$ cat config.mk
export PLATFORM = sky130hd
export DESIGN_NAME = mem_stage
export DESIGN_NICKNAME = d
export VERILOG_FILES = /design/src/rtl/mem_stage_pkg.sv /design/src/rtl/mem_resp_buf.sv /design/src/rtl/mem_stage.sv
export SDC_FILE = /design/constraint.sdc
export NUM_CORES = 1
export LEC_CHECK = 0
export ABC_AREA = 0
export CAP_MARGIN = 20
export CORE_UTILIZATION = 40
export DETAILED_ROUTE_END_ITERATION = 6
export PLACE_DENSITY = 0.8
export SLEW_MARGIN = 30
export SYNTH_ARGS = -nofsm -noshare
export SYNTH_HDL_FRONTEND = slang
export SYNTH_SLANG_ARGS = --single-unit
$ cat constraint.sdc
create_clock -name clk -period 2 [get_ports clk]
set_input_delay 0.4 -clock clk [delete_from_list [all_inputs] [get_ports clk]]
set_output_delay 0.4 -clock clk [all_outputs]
set_load 0.02 [all_outputs]
$ cat src/rtl/mem_stage_pkg.sv
// Shared bus layouts and response-FSM encoding for the MEM pipeline stage.
// Packed structs list fields MSB first, so each struct matches its flat bus bit-for-bit.
package mem_stage_pkg;

  localparam int EXE_TO_MEM_BUS_WD = 80;
  localparam int MEM_TO_WB_BUS_WD  = 111;
  localparam int MEM_TO_BY_BUS_WD  = 40;

  typedef enum logic [1:0] {
    ST_IDLE = 2'd0,
    ST_WAIT = 2'd1,
    ST_HOLD = 2'd2
  } resp_state_e;

  typedef struct packed {
    logic [2:0]  vstage;
    logic        rf_w_en;
    logic        sel_rf_w_data;
    logic        sel_data_ram_wd;
    logic [3:0]  b_en;
    logic        mem_rd;
    logic [4:0]  w_addr;
    logic [31:0] alu_result;
    logic [31:0] pc;
  } exe_mem_t;

  typedef struct packed {
    logic [2:0]  vstage;
    logic        rf_w_en;
    logic        sel_rf_w_data;
    logic        sel_data_ram_wd;
    logic [3:0]  b_en;
    logic [31:0] ram_rdata;
    logic [4:0]  w_addr;
    logic [31:0] alu_result;
    logic [31:0] pc;
  } mem_wb_t;

  typedef struct packed {
    logic [4:0]  w_addr;
    logic [31:0] w_data;
    logic        fwd_valid;
    logic        mem_valid;
    logic        rf_w_en;
  } mem_by_t;

  // Register 0 always reads as zero, so it never forwards a non-zero value.
  function automatic logic [31:0] bypass_data(input logic [4:0] w_addr, input logic sel_rf,
                                              input logic [31:0] ram_rdata,
                                              input logic [31:0] alu_result);
    if (w_addr == 5'd0) return 32'h0;
    return sel_rf ? ram_rdata : alu_result;
  endfunction

endpackage

$ cat src/rtl/mem_resp_buf.sv
// Tracks the data-RAM read response for the instruction held in MEM and buffers it
// while WB stalls; passes a same-cycle response straight through otherwise.
module mem_resp_buf
  import mem_stage_pkg::*;
(
  input  logic        clk,
  input  logic        reset,
  input  logic        valid,
  input  logic        mem_rd,
  input  logic        accept,
  input  logic        new_mem_rd,
  input  logic        leave,
  input  logic        data_ok,
  input  logic [31:0] r_data,
  output logic        ready_go,
  output logic [31:0] rdata
);

  resp_state_e state;
  logic [31:0] rdata_buf;

  always_ff @(posedge clk) begin
    if (reset) begin
      state     <= ST_IDLE;
      // NOTE: the buffer is a single register rather than a RAM, so it is cleared with the FSM.
      rdata_buf <= 32'h0;
    end else if (accept) begin
      state <= new_mem_rd ? ST_WAIT : ST_IDLE;
    end else if (leave) begin
      state <= ST_IDLE;
    end else if (state == ST_WAIT && data_ok) begin
      state     <= ST_HOLD;
      rdata_buf <= r_data;
    end
  end

  assign ready_go = ~mem_rd | (state == ST_WAIT && data_ok) | (state == ST_HOLD);
  assign rdata    = ~mem_rd ? 32'h0 : (state == ST_HOLD) ? rdata_buf : r_data;

  // A response is only legal while a load is waiting for it.
  assert property (@(posedge clk) disable iff (reset) data_ok |-> (valid && state == ST_WAIT));

endmodule

$ cat src/rtl/mem_stage.sv
// MEM pipeline stage: holds one EXE/MEM instruction, merges the data-RAM read word into
// the WB payload and publishes bypass information for the register-file forwarding network.
module mem_stage
  import mem_stage_pkg::*;
(
  input  logic                         clk,
  input  logic                         reset,
  input  logic [EXE_TO_MEM_BUS_WD-1:0] EXE_to_MEM_bus,
  input  logic                         EXE_to_MEM_valid,
  output logic                         MEM_allow_in,
  input  logic                         data_ram_data_ok,
  input  logic [31:0]                  data_ram_r_data,
  output logic [MEM_TO_WB_BUS_WD-1:0]  MEM_to_WB_bus,
  output logic                         MEM_to_WB_valid,
  input  logic                         WB_allow_in,
  output logic [MEM_TO_BY_BUS_WD-1:0]  MEM_to_BY_bus
);

  exe_mem_t    payload;
  exe_mem_t    incoming;
  logic        mem_valid;
  logic        ready_go;
  logic        accept;
  logic        leave;
  logic [31:0] ram_rdata;
  mem_wb_t     wb;
  mem_by_t     by;

  assign incoming        = exe_mem_t'(EXE_to_MEM_bus);
  assign MEM_allow_in    = ~mem_valid | (ready_go & WB_allow_in);
  assign MEM_to_WB_valid = mem_valid & ready_go;
  assign accept          = EXE_to_MEM_valid & MEM_allow_in;
  assign leave           = MEM_to_WB_valid & WB_allow_in;

  always_ff @(posedge clk) begin
    if (reset) begin
      // NOTE: non-blocking assignments so every register samples values from before the edge.
      mem_valid <= 1'b0;
      payload   <= '0;
    end else begin
      if (MEM_allow_in) mem_valid <= EXE_to_MEM_valid;
      if (accept)       payload   <= incoming;
    end
  end

  mem_resp_buf u_resp_buf (
    .clk        (clk),
    .reset      (reset),
    .valid      (mem_valid),
    .mem_rd     (payload.mem_rd),
    .accept     (accept),
    .new_mem_rd (incoming.mem_rd),
    .leave      (leave),
    .data_ok    (data_ram_data_ok),
    .r_data     (data_ram_r_data),
    .ready_go   (ready_go),
    .rdata      (ram_rdata)
  );

  always_comb begin
    wb = '{vstage:          payload.vstage,
           rf_w_en:         payload.rf_w_en,
           sel_rf_w_data:   payload.sel_rf_w_data,
           sel_data_ram_wd: payload.sel_data_ram_wd,
           b_en:            payload.b_en,
           ram_rdata:       ram_rdata,
           w_addr:          payload.w_addr,
           alu_result:      payload.alu_result,
           pc:              payload.pc};
    // Loads seen only by vstage[2] forward from WB instead of here.
    by = '{w_addr:    payload.w_addr,
           w_data:    bypass_data(payload.w_addr, payload.sel_rf_w_data, ram_rdata,
                                  payload.alu_result),
           fwd_valid: MEM_to_WB_valid & (payload.vstage[0] | payload.vstage[1]),
           mem_valid: mem_valid,
           rf_w_en:   payload.rf_w_en};
  end

  assign MEM_to_WB_bus = wb;
  assign MEM_to_BY_bus = by;

endmodule

==> parameters.txt, run 1 <==
Parameter                              Value

Outcome
  Result of the run    finished, violations left
  Violations in the final reports    setup timing

Finish
  Final standard cell utilization of the core    71.4%
  Count of placed standard cells in the final layout, fillers left out    1150
  Ant diodes    0
  Design area    0.00913 mm^2
  Storage cell area    0.00230 mm^2
  Most common cell after layout, fill and taps aside    nand2_1
  Commonest cells after routing, fill and taps aside    nand2_1, clkdlybuf4s50_1, dfxtp_1
  Post-layout nets    1082
  Fill cell count    985
  Signed area change from the synthesized netlist to the final layout    71.5%
  Multi-input gate area in the final layout    0.00275 mm^2
  Proportion of layout cells with a drive suffix above 1    22.4%

Routing
  Iteration-0 DRC Markers    328
  Routed length per instance    15.0 um
  Detailed-router iteration count before antenna repair    4
  Average vias per placed instance    4.90
  Post-detailed-route count of antenna-violating nets    0
  Overall routed net length    17300 um
  Residual DRC    0
  Routed via count    5631

Logic synthesis
  Share of the synthesized area in compound gates (AO/OA/AOI/OAI)    20.0%
  Portion of netlist area occupied by mux cells    6.21%
  Mean instance size in the synthesized netlist    7.63 um^2
  EDFF count, synth    0
  Most common flop cell mapped by yosys    dfxtp_1
  Number of synthesis warnings    0
  Simple logic cell fraction of the synthesized area    21.2%
  Fraction of synthesized cell area in xor and xnor cells    0%
  Sequential fraction of the synthesis area    43.3%
  Adder and majority gate portion of the synthesized area    0%
  Number of instances in the synthesized netlist    698
  Total nets after synthesis    815
  Main combinational cell family by area after synthesis    simple AND/OR/NAND/NOR gates
  Post-synthesis async set-or-reset flop share    0%
  Count of unique library cells instantiated by Yosys    28
  Post-Syn Area    0.00532 mm^2
  Number of synthesized register bits    115

GRT
  Wire length of the first global-routing pass    27500 um
  Pin count of the biggest net entering global routing    48
  Number of antenna violations at the first check in global routing    0
  Total gr overflow    0
  Via count of the first global-routing pass    5500
  Global-route total usage across every layer    25.0%

Placement
  Half-perimeter wire length after placement    12000 um
  Weighted congestion reported at the end of routability-driven placement    0.824
  Number of buffers added on ports    269
  Total placed instance area    0.00841 mm^2
  Place WS    -0.490 ns
  Post-placement cell count    1116

STA
  RSZ-0062 raised after global routing    true
  Final period utilization    111%
  Final hold viol count    0
  Slew margin rel.    69.7%
  Worst-case clock skew    0.00667 ns
  Final period demand of the worst path    2.23 ns
  Setup slack after layout    -0.227 ns
  Maximum clock frequency    0.449 GHz
  Total setup violations reported at the end of the flow    67
  Transition at the pin with the smallest max-transition slack    0.455 ns
  Number of max-slew violations in the final report    0
  Sum of negative setup slack    -9.12 ns

Floorplan
  Die ar.    0.0138 mm^2
  Die span in x    117 um
  Standard-cell rows    41
  Core area    0.0128 mm^2
  Initial Utilization    41.7%
  Die height    117 um
  Num ports    270

Critical path
  CP required    1.60 ns
  Data arrival time of the worst path    1.83 ns
  Critical Path Fanout Max    21
  Worst setup SP type    register
  Kind of end point of the critical path    output pin
  Classification of the worst setup path    register to output pin

Clock network
  Clock Sinks    115
  Clk_lat worst skew    0.41 ns
  TritonCTS buffer count    17
  Hold-fix buffer count after cts    0
  H-tree Lvls    4
  CTS clk-pin slew, worst paths    0.05 ns
  Clk root buf    clkbuf_16
  Maximum count of clock buffers along a single path    2
  CTS tree    yes

Pwr
  Pleak    3.95 nW
  Maximum vdd drop    0.000578 V
  Areal power density over the cells    832 mW/mm^2

Job
  Max-cap viol count    0

Worst hold path
  Type of the tightest min-delay check    primary input to register
==> synthesized netlist by cell type, types with 2 or more instances <==
| cell type | instances | area, um^2 |
|---|---|---|
| o21ai_0 | 32 | 160 |
| nor3_1 | 2 | 10.0 |
| buf_6 | 9 | 101 |
| clkbuf_8 | 3 | 41.3 |
| a21oi_2 | 25 | 219 |
| nand2_1 | 227 | 852 |
| buf_2 | 13 | 65.1 |
| buf_4 | 8 | 60.1 |
| clkbuf_1 | 27 | 101 |
| or2b_2 | 2 | 17.5 |
| dfxtp_1 | 115 | 2300 |
| inv_1 | 34 | 128 |
| a21oi_1 | 123 | 616 |
| nand2b_1 | 32 | 200 |
| mux2i_1 | 33 | 330 |
==> worst max-delay path, cell delays in order, from the launching register on <==
cell	delay, ns
dfxtp_2	0.32
or2b_4	0.29
buf_12	0.17
mux2i_4	0.21
nand2b_4	0.15
a21oi_2	0.13
buf_4	0.15
==> metrics by stage <==
stage	power (mW)	hold WS, ns
after floorplan	3.25	0.436
after global placement	4.00	0.441
after detailed placement	4.02	0.446
after CTS	7.62	0.409
after global routing	7.85	0.426
final	7.59	0.418
==> what timing repair did <==
action | in CTS | in global routing
endpoints found under the hold margin | 0 | 0
gates resized for setup | 357 | 19
setup endpoints to repair | 68 | 68
buffers inserted | 2 | 3
pin swaps | 3 | 5
==> worst paths after layout <==
check                       from                 to  slack [ns]  cells after the start
max          u_resp_buf.state[1]  MEM_to_BY_bus[34]       -0.23                      6
min reg2reg    MEM_to_WB_bus[12]  MEM_to_WB_bus[12]        0.45                      2
max reg2reg            mem_valid  MEM_to_WB_bus[28]        0.30                      6
min                        reset  MEM_to_WB_bus[51]        0.42                      2
==> sequential cells by signal, summed over array words and instances, names as in the netlist <==
name	count
u_resp_buf.rdata_buf	32
MEM_to_BY_bus	6
MEM_to_WB_bus	73
mem_valid	1
payload	1
u_resp_buf.state	2
==> cell families after synthesis <==
kind of cell | after synthesis
simple gates | 270
mux | 33
compound gates | 186
buf+inv | 94
flops | 115
==> metal layers <==
layer / wire length (um) / GRT usage (%)
met3: 1050 / 6.91
met1: 7110 / 28.4
met4: 407 / 10.4
met2: 8700 / 43.9
met5: 0 / 0
==> cell type report <==
type                            count  area share (%)
Timing Repair Buffer              308            33.2
Multi-Input combinational cell    489            30.1
Sequential cell                   115            25.3
Clock buffer                       22            5.20
Clock inverter                     10            2.47
Tap cell                          172            2.36
Inverter                           34            1.40
==> report_power, final <==
group          internal, mW  switching [mW]
Clock                  2.55            1.04
Sequential             2.40          0.0689
Combinational         0.753           0.771
Power figures use the tool's default switching activity.
==> run 2: changes to the inputs <==
TNS_END_PERCENT = 5   (was unset)
==> run 2 against run 1 <==
Net effect:
- the flow still finishes with violations (setup timing)
- global-route usage grew 0.063 points
- via count up 0.43%
- sequential share of layout area barely moved
- flip-flop and latch count is the same
- setup slack worse by 0.053 ns
- final cell count down 0.52%
- critical path depth unchanged
- critical path type unchanged
==> parameters.txt, run 2 (synthesis results as in run 1) <==
Parameter                              Value

STA
  Worst-case clock skew    0.00825 ns (+0.00159 ns)
  Final period demand of the worst path    2.28 ns (+0.0525 ns)
  Total setup violations reported at the end of the flow    67 (unchanged)
  RSZ-0062 raised after global routing    true
  Final hold viol count    0 (unchanged)
  Transition at the pin with the smallest max-transition slack    0.471 ns (+0.0163 ns)
  Sum of negative setup slack    -10.76 ns (-1.64 ns)
  Maximum clock frequency    0.439 GHz (-2.3%)
  Final period utilization    114% (+2.6 points)
  Setup slack after layout    -0.280 ns (-0.0525 ns)
  Number of max-slew violations in the final report    0 (unchanged)
  Worst hold slack across all endpoints    0.452 ns (+0.0330 ns)
  Slew margin rel.    68.3% (-1.4 points)

Pwr
  Pleak    3.92 nW (-0.78%)
  Areal power density over the cells    777 mW/mm^2 (-6.6%)
  Maximum vdd drop    0.000730 V (+26%)
  Total power draw    7.09 mW (-6.6%)

GRT
  Total gr overflow    0 (unchanged)
  Global-route total usage across every layer    25.1% (+0.063 points)
  Pin count of the biggest net entering global routing    60 (+25%)
  Via count of the first global-routing pass    5286 (-3.9%)
  Number of antenna violations at the first check in global routing    0 (unchanged)
  Wire length of the first global-routing pass    27300 um (-0.85%)

Floorplan
  Standard-cell rows    41 (unchanged)
  Die span in x    117 um (unchanged)
  Core area    0.0128 mm^2 (unchanged)
  Num ports    270 (unchanged)
  Die ar.    0.0138 mm^2 (unchanged)
  Die height    117 um (unchanged)
  Initial Utilization    41.7% (unchanged)

Critical path
  Critical Path Fanout Max    8 (-62%)
  Data arrival time of the worst path    1.88 ns (+0.05 ns)
  CP required    1.60 ns (about the same)
  Classification of the worst setup path    register to output pin
  Flop-to-flop setup slack    0.30 ns (about the same)
  Worst setup SP type    register
  Kind of end point of the critical path    output pin

Routing
  Routed via count    5655 (+0.43%)
  Average vias per placed instance    4.94 (+0.95%)
  Post-detailed-route count of antenna-violating nets    0 (unchanged)
  Detailed-router iteration count before antenna repair    5 (+1)
  Iteration-0 DRC Markers    307 (-6.4%)
  Routed length per instance    15.7 um (+4.7%)
  Overall routed net length    18000 um (+4.1%)
  Residual DRC    0 (unchanged)

Finish
  Design area    0.00913 mm^2 (about the same)
  Ant diodes    0 (unchanged)
  Multi-input gate area in the final layout    0.00278 mm^2 (+1.1%)
  Count of placed standard cells in the final layout, fillers left out    1144 (-0.52%)
  Post-layout nets    1076 (-0.55%)
  Number of flip-flops under the largest register name    73 (unchanged)
  Most common cell after layout, fill and taps aside    nand2_1
  Proportion of layout cells with a drive suffix above 1    22.9% (+0.55 points)
  Storage cell area    0.00230 mm^2 (unchanged)
  Signed area change from the synthesized netlist to the final layout    71.4% (about the same)
  Fill cell count    990 (+0.51%)
  Commonest cells after routing, fill and taps aside    nand2_1, clkdlybuf4s50_1, dfxtp_1

Outcome
  Violations in the final reports    setup timing
  Result of the run    finished, violations left

Placement
  Total placed instance area    0.00823 mm^2 (-2.1%)
  Number of buffers added on ports    269 (unchanged)
  Weighted congestion reported at the end of routability-driven placement    0.856 (+3.8%)
  Post-placement cell count    1109 (-0.63%)
  Half-perimeter wire length after placement    11700 um (-1.9%)

Clock network
  Maximum count of clock buffers along a single path    2 (unchanged)
  CTS tree    yes
  Hold-fix buffer count after cts    0 (unchanged)
  Clock Sinks    115 (unchanged)
  TritonCTS buffer count    17 (unchanged)
  H-tree Lvls    4 (unchanged)
  Clk root buf    clkbuf_16
  Clk_lat worst skew    0.42 ns (about the same)
  Count of buffers added by post-CTS timing repair for setup    0 (-2)
  CTS clk-pin slew, worst paths    0.05 ns (about the same)

Job
  Max-cap viol count    0 (unchanged)

Worst hold path
  Type of the tightest min-delay check    register to register
==> run 2: repair_timing <==
| action | CTS | global route |
|---|---|---|
| resized for setup | 359 | 71 |
| setup endpoints to repair | 67 | 67 |
| cloned | 1 | 2 |
| pin swaps | 22 | 14 |
| endpoints found under the hold margin | 0 | 0 |
==> run 2: power breakdown <==
part,switching (mW),leakage [nW],internal [mW]
Sequential,0.0740,0.942,2.40
Combinational,0.777,2.69,0.751
Clock,1.04,0.296,2.04
Total,1.89,3.92,5.20
==> run 2: through the flow <==
step	setup slack (ns)	utilization (%)
after global routing	-0.358	71.4
final	-0.280	71.4
after global placement	-0.377	64.4
after floorplan	-0.0581	-
after detailed placement	-0.401	64.4
after CTS	-0.255	68.8
==> run 2: worst paths after layout <==
check	from	endpoint	cells past startpoint
min	MEM_to_WB_bus[6]	MEM_to_WB_bus[6]	2
min reg2reg	MEM_to_WB_bus[6]	MEM_to_WB_bus[6]	2
max reg2reg	u_resp_buf.state[0]	MEM_to_WB_bus[48]	6
max	u_resp_buf.state[1]	MEM_to_BY_bus[16]	6
==> run 2: critical path, stage by stage, from the launching register on <==
cell	delay, ns
dfxtp_2	0.32
or2b_4	0.32
clkbuf_16	0.20
mux2i_1	0.23
nand2b_4	0.19
a21oi_2	0.06
buf_6	0.15
==> run 2: cell type report <==
type                            count  area share [%]
Clock buffer                       22            5.20
Clock inverter                     10            1.43
Inverter                           34            1.40
Multi-Input combinational cell    489            30.4
Sequential cell                   115            25.3
Tap cell                          172            2.36
Timing Repair Buffer              302            33.9
==> run 2: per-layer routing <==
metal | global-route usage (%) | wire length [um] | vias to the layer above
met3 | 7.39 | 1250 | 24
met2 | 42.6 | 9020 | 213
li1 | - | - | 2783
met5 | 0 | 0 | -
met1 | 29.4 | 7390 | 2635
met4 | 10.3 | 327 | 0
